<file path="src/rtl/sprite_pkg.sv">
// Shared screen geometry, bus widths and coordinate/colour types for the sprite datapath.
package sprite_pkg;

  localparam int unsigned SCREEN_W = 640;
  localparam int unsigned SCREEN_H = 480;
  localparam int unsigned COORD_W  = 10;
  localparam int unsigned ADDR_W   = 19;
  localparam int unsigned COLOR_W  = 5;

  typedef logic [COORD_W-1:0] coord_t;
  typedef logic [COLOR_W-1:0] color_idx_t;

  // Counter width that stays legal (>= 1 bit) for a modulus of 1.
  function automatic int unsigned cnt_w(input int unsigned n);
    return (n > 1) ? $clog2(n) : 1;
  endfunction

endpackage

</file>
<file path="src/rtl/sprite_anim_counter.sv">
// Animation sequencer: divides frame_start pulses by ANIM_DIV and steps anim_frame modulo NUM_FRAMES.
module sprite_anim_counter import sprite_pkg::*; #(
  parameter  int unsigned NUM_FRAMES = 4,
  parameter  int unsigned ANIM_DIV   = 8,
  localparam int unsigned FRAME_W    = cnt_w(NUM_FRAMES)
) (
  input  logic               Clk,
  input  logic               Reset_n,
  input  logic               frame_start,
  input  logic               anim_en,
  output logic [FRAME_W-1:0] anim_frame
);

  localparam int unsigned DIV_W = cnt_w(ANIM_DIV);

  logic [DIV_W-1:0]   div_q, div_d;
  logic [FRAME_W-1:0] frame_q, frame_d;

  always_comb begin
    div_d   = div_q;
    frame_d = frame_q;
    if (frame_start && anim_en) begin
      if (div_q == DIV_W'(ANIM_DIV - 1)) begin
        div_d   = '0;
        frame_d = (frame_q == FRAME_W'(NUM_FRAMES - 1)) ? '0 : frame_q + FRAME_W'(1);
      end else begin
        div_d = div_q + DIV_W'(1);
      end
    end
  end

  always_ff @(posedge Clk or negedge Reset_n) begin
    if (!Reset_n) begin
      div_q   <= '0;
      frame_q <= '0;
    end else begin
      div_q   <= div_d;
      frame_q <= frame_d;
    end
  end

  assign anim_frame = frame_q;

endmodule

</file>
<file path="src/rtl/sprite_fetch.sv">
// Per-pixel sprite fetch: hit test, frame-RAM addressing, flip/transparency and a 3-cycle
// pipeline that absorbs the RAM's one-cycle read latency.
module sprite_fetch import sprite_pkg::coord_t, sprite_pkg::cnt_w; #(
  parameter  int unsigned SPRITE_W    = 20,
  parameter  int unsigned SPRITE_H    = 20,
  parameter  int unsigned NUM_FRAMES  = 4,
  parameter  int unsigned ANIM_DIV    = 8,
  parameter  int unsigned ADDR_W      = 19,
  parameter  int unsigned COLOR_W     = 5,
  parameter  int unsigned TRANSPARENT = 0,
  localparam int unsigned FRAME_W     = cnt_w(NUM_FRAMES)
) (
  input  logic               Clk,
  input  logic               Reset_n,
  input  coord_t             DrawX,
  input  coord_t             DrawY,
  input  logic               frame_start,
  input  coord_t             sprite_x,
  input  coord_t             sprite_y,
  input  logic               sprite_en,
  input  logic               flip_h,
  input  logic               anim_en,
  output logic [ADDR_W-1:0]  read_address,
  input  logic [COLOR_W-1:0] ram_data,
  output logic               pixel_valid,
  output logic [COLOR_W-1:0] pixel_index,
  output logic [FRAME_W-1:0] anim_frame
);

  localparam int unsigned FRAME_SZ = SPRITE_W * SPRITE_H;
  localparam int unsigned EXT_W    = $bits(coord_t) + 1;

  coord_t lx_q, lx_d, ly_q, ly_d;
  logic   len_q, len_d, lflip_q, lflip_d;

  logic [ADDR_W-1:0]  read_addr_q, read_addr_d;
  logic               hit_d1_q, hit_d1_d, hit_d2_q, hit_d2_d;
  logic               pix_valid_q, pix_valid_d;
  logic [COLOR_W-1:0] pix_index_q, pix_index_d;

  sprite_anim_counter #(
    .NUM_FRAMES (NUM_FRAMES),
    .ANIM_DIV   (ANIM_DIV)
  ) u_anim (
    .Clk         (Clk),
    .Reset_n     (Reset_n),
    .frame_start (frame_start),
    .anim_en     (anim_en),
    .anim_frame  (anim_frame)
  );

  // One-bit-wider compare so a sprite near x/y=1023 never wraps onto column 0.
  logic [EXT_W-1:0] x_ext, y_ext, lx_ext, ly_ext;
  logic             hit_c;
  coord_t           dx_c, dy_c;
  logic [ADDR_W-1:0] col_c, addr_c;

  assign x_ext  = EXT_W'(DrawX);
  assign y_ext  = EXT_W'(DrawY);
  assign lx_ext = EXT_W'(lx_q);
  assign ly_ext = EXT_W'(ly_q);

  assign hit_c = len_q
               && (x_ext >= lx_ext) && (x_ext < lx_ext + EXT_W'(SPRITE_W))
               && (y_ext >= ly_ext) && (y_ext < ly_ext + EXT_W'(SPRITE_H));

  assign dx_c   = DrawX - lx_q;
  assign dy_c   = DrawY - ly_q;
  assign col_c  = lflip_q ? ADDR_W'(SPRITE_W - 1) - ADDR_W'(dx_c) : ADDR_W'(dx_c);
  assign addr_c = ADDR_W'(anim_frame) * ADDR_W'(FRAME_SZ)
                + ADDR_W'(dy_c) * ADDR_W'(SPRITE_W) + col_c;

  always_comb begin
    lx_d        = lx_q;
    ly_d        = ly_q;
    len_d       = len_q;
    lflip_d     = lflip_q;
    read_addr_d = hit_c ? addr_c : '0;
    hit_d1_d    = hit_c;
    hit_d2_d    = hit_d1_q;
    pix_valid_d = hit_d2_q && (ram_data != COLOR_W'(TRANSPARENT));
    pix_index_d = pix_valid_d ? ram_data : '0;
    // Position is only sampled at vblank so a frame is never drawn half old, half new.
    if (frame_start) begin
      lx_d    = sprite_x;
      ly_d    = sprite_y;
      len_d   = sprite_en;
      lflip_d = flip_h;
    end
  end

  always_ff @(posedge Clk or negedge Reset_n) begin
    if (!Reset_n) begin
      lx_q        <= '0;
      ly_q        <= '0;
      len_q       <= 1'b0;
      lflip_q     <= 1'b0;
      read_addr_q <= '0;
      hit_d1_q    <= 1'b0;
      hit_d2_q    <= 1'b0;
      pix_valid_q <= 1'b0;
      pix_index_q <= '0;
    end else begin
      lx_q        <= lx_d;
      ly_q        <= ly_d;
      len_q       <= len_d;
      lflip_q     <= lflip_d;
      read_addr_q <= read_addr_d;
      hit_d1_q    <= hit_d1_d;
      hit_d2_q    <= hit_d2_d;
      pix_valid_q <= pix_valid_d;
      pix_index_q <= pix_index_d;
    end
  end

  assign read_address = read_addr_q;
  assign pixel_valid  = pix_valid_q;
  assign pixel_index  = pix_index_q;

endmodule
</file>
<file path="config.mk">
export PLATFORM = sky130hd
export DESIGN_NAME = sprite_fetch
export DESIGN_NICKNAME = d
export VERILOG_FILES = /design/src/rtl/sprite_pkg.sv /design/src/rtl/sprite_anim_counter.sv /design/src/rtl/sprite_fetch.sv
export SDC_FILE = /design/constraint.sdc
export NUM_CORES = 1
export LEC_CHECK = 0
export CELL_PAD_IN_SITES_DETAIL_PLACEMENT = 1
export CELL_PAD_IN_SITES_GLOBAL_PLACEMENT = 1
export CORE_MARGIN = 4
export CORE_UTILIZATION = 38
export DETAILED_ROUTE_END_ITERATION = 6
export PLACE_DENSITY = 0.82
export SLEW_MARGIN = 10
export SYNTH_ARGS = -nofsm -noshare
export SYNTH_HDL_FRONTEND = slang
export SYNTH_SLANG_ARGS = --single-unit
</file>
<file path="constraint.sdc">
create_clock -name Clk -period 4.8 [get_ports Clk]
set_input_delay 0.96 -clock Clk [delete_from_list [all_inputs] [get_ports Clk]]
set_output_delay 0.96 -clock Clk [all_outputs]
set_load 0.005 [all_outputs]
</file>
==> results of run 1 <==
-- worst min path at each step --
stage	to	slack, ps
floorplan	hit_d2_q	330
global placement	hit_d2_q	330
detailed placement	hit_d2_q	340
CTS	hit_d2_q	360
global route	hit_d2_q	380
finish	hit_d2_q	370
-- kinds of logic (layout without fill, tap and decap cells) --
group / count (synthesis) / after routing / share of synthesized area
buffers and inverters: 56 / 288 / 0.0468
and+or+nand+nor: 146 / 146 / 0.151
AOI/OAI and AO/OA: 129 / 129 / 0.178
DFF: 54 / 54 / 0.278
adders and majority gates: 85 / 85 / 0.234
muxes: 10 / 10 / 0.0221
xor gates and xnor gates: 50 / 50 / 0.0900
-- power groups by stage --
stage	logic [mW]	registers, mW	clock network, mW
floorplan	2.26	0.555	0
detailed placement	3.88	0.567	0
finish	6.24	0.561	0.401
global route	6.46	0.568	0.431
global placement	3.57	0.559	0
CTS	4.96	0.558	0.401
-- cells in the mapped netlist (all sizes together) (7+ instances only) --
library cell,n,area [um2]
ha,75,938
nor3,19,100
inv,46,173
o21ai,41,205
fa,10,200
o21a,9,67.6
o21bai,7,52.6
nor2,35,134
nand3,9,50.1
nand2,38,143
nand4,7,43.8
xor2,19,166
dfrtp,54,1350
a21o,12,90.1
xnor2,31,272
a21oi,25,125
nor2b,8,50.1
-- layer usage --
metal	GRT usage	part of all wire
met1	0.313	0.36
met2	0.555	0.51
met3	0.0615	0.053
met4	0.171	0.077
met5	0	0
-- per-stage QoR --
stage	instances	worst slack, ps
4_1_cts	922	-629
3_5_place_dp	892	-1760
6_report	934	-923
3_3_place_gp	892	-1380
2_1_floorplan	530	-700
5_1_grt	934	-1100
-- state kept, by name, summed over array words and instances, names as in the netlist --
register	flops
hit_d1_q	1
hit_d2_q	1
len_q	1
lflip_q	1
lx_q	10
ly_q	10
pixel_index	5
pixel_valid	1
read_address	19
u_anim.anim_frame	2
u_anim.div_q	3
-- critical path: cells and delay by family --
kind,cells,cell delay (ps)
buffers and inverters,3,910
muxes,1,200
adders and majority gates,4,1440
and+or+nand+nor,5,1060
xor gates and xnor gates,3,490
AOI/OAI and AO/OA,6,870
-- final cells by class --
cell class,count,area (um2)
multi-input combinational,420,3890
sequential,54,1350
fill,1352,4790
inverter,46,185
timing repair buffer,234,1990
tap,172,215
clock buffer,5,125
clock inverter,3,28.8
-- timing repair --
action | 4_1_cts | 5_1_grt
pin swaps | 70 | 34
resized for setup | 88 | 27
endpoints found under the setup margin | 12 | 12
setup buffers | 23 | 13
==> out/results.ini, run 1 <==
[global_routing]
antenna_found_initial = 0
grt_start_max_net_pins = 55
globalRouteTotalUtil = 0.300
grt.overflow.total = 0
grt_pass1_vias = 6176
grt_pass1_wl_um = 33800

[synthesis]
synth_cell_types = 59
synth_cells = 530
ys_warn_count = 0
synth-edff-count = 0
synth_area_per_cell_um2 = 9.18
synth_seq_area_share = 0.278
yosys_most_used_dff = dfrtp_1
syn_area_mm2 = 0.00486
async_reset_ff_frac = 1.00
syn_nets = 666
synth-seq-cells = 54

[setup_path]
r2r_start = ly_q[1]
crit_end = read_address[16]
crit_chain = clkdlybuf4s50_1 > ha_4 > o211ai_1 > nand3b_1 > xnor2_2 > xnor2_1 > ha_1 > buf_4 > a21oi_2 > nor2_1 > nor2_1 > buf_4 > xnor2_2 > fa_1 > ha_4 > a21oi_2 > a21boi_2 > or4_4 > o21ai_2 > o21ai_1 > nand3b_1 > mux2i_1
startpoint_type = primary input
reg2reg_to = read_address[16]
worstPathMaxFanout = 5
crit_start = DrawY[4]
cp.required_ps = 5040
setup.worst_path.end_class = flip-flop
slowest_stage = clkdlybuf4s50_1
critPathKind = primary input to flip-flop
critPathArrivalTime_ps = 5960
reg2regPathDepth = 24
reg2reg_slack_ps = -760
slowest_delay_ps = 580

[finish]
utilization = 0.619
area_delta_synth_final_pct = 60.0
final_common_cell = buf_4
n_antenna_cell = 0
drive_gt1_frac = 0.358
nets = 897
design_area_mm2 = 0.00778
final_cell_mix = buf_4, clkdlybuf4s50_1, ha_1, dfrtp_1, inv_1

[routing]
drc = 0
drtPass1Iterations = 5
antenna_left = 0
initialDrtViolationCount = 473
num_vias = 5468
wire_per_inst_um = 25.0
post_drt_via_cell_ratio = 5.85
drt-total-wl_um = 23400

[timing]
max_freq_mhz = 175
maxSlewViolCount = 0
finalSetupViolCount = 11
finalHoldViolCount = 0
final.setup.tns_ps = -7280
holdWs_ps = 371
fin_skew_ps = 11.6
finalWorstSetupSlack_ps = -923
worstMarginPinSlew_ps = 1070
period_share = 1.19
maxSlewHeadroom = 0.286
finalCriticalPeriod_ps = 5720
rsz0062_at_grt = true

[power]
power_frac_comb = 0.866
ir_drop_v = 0.000556
power_density_mw_per_mm2 = 926
netSwitchingPower_mw = 3.39
sequentialPowerShare = 0.078
finalPower_mw = 7.20
leakage_nw = 3.64
pwr-share-clk = 0.056
sw_frac_of_total = 0.471
p_int_mw = 3.81

[die]
die_w_um = 121
initial_core_util = 0.387
io_pins = 78
dieArea_mm2 = 0.0147
die_y_um = 121
coreArea_mm2 = 0.0126
rows = 41

[run_status]
violations = negative setup slack
status = finished with violations

[placement]
dp_hpwl_um = 13200
post_dp_cell_area_mm2 = 0.00681
place_congestion = 0.872
port-buffer-count = 77

[clock_network]
ctsHoldBuffers = 0
clkLatencyLatePin_ps = 320
cts_buffers = 5
cts_root_buf = clkbuf_16
cts_sinks = 54
cts_buffer_depth = 2
clkTransAtPathRegs_ps = 80
cts_tree = built
htree_num_levels = 2

[min_path]
hp-class = flip-flop to flip-flop
min_path_cells = 0
min-delay-start = hit_d1_q

[job]
max-cap-violations = 0

No activity file was read; power rests on OpenSTA's default activity.
==> run 2: changes to the inputs <==
- CTS_CLUSTER_DIAMETER: unset -> 60
- CTS_CLUSTER_SIZE: unset -> 14
==> results of run 2 <==
Same layout as run 1: the final DEF is identical, and so are final timing and power.
==> run 3: changes to the inputs <==
- CTS_CLUSTER_SIZE: 14 -> unset
==> results of run 3 <==
Same layout as run 1: the final DEF is identical, and so are final timing and power.
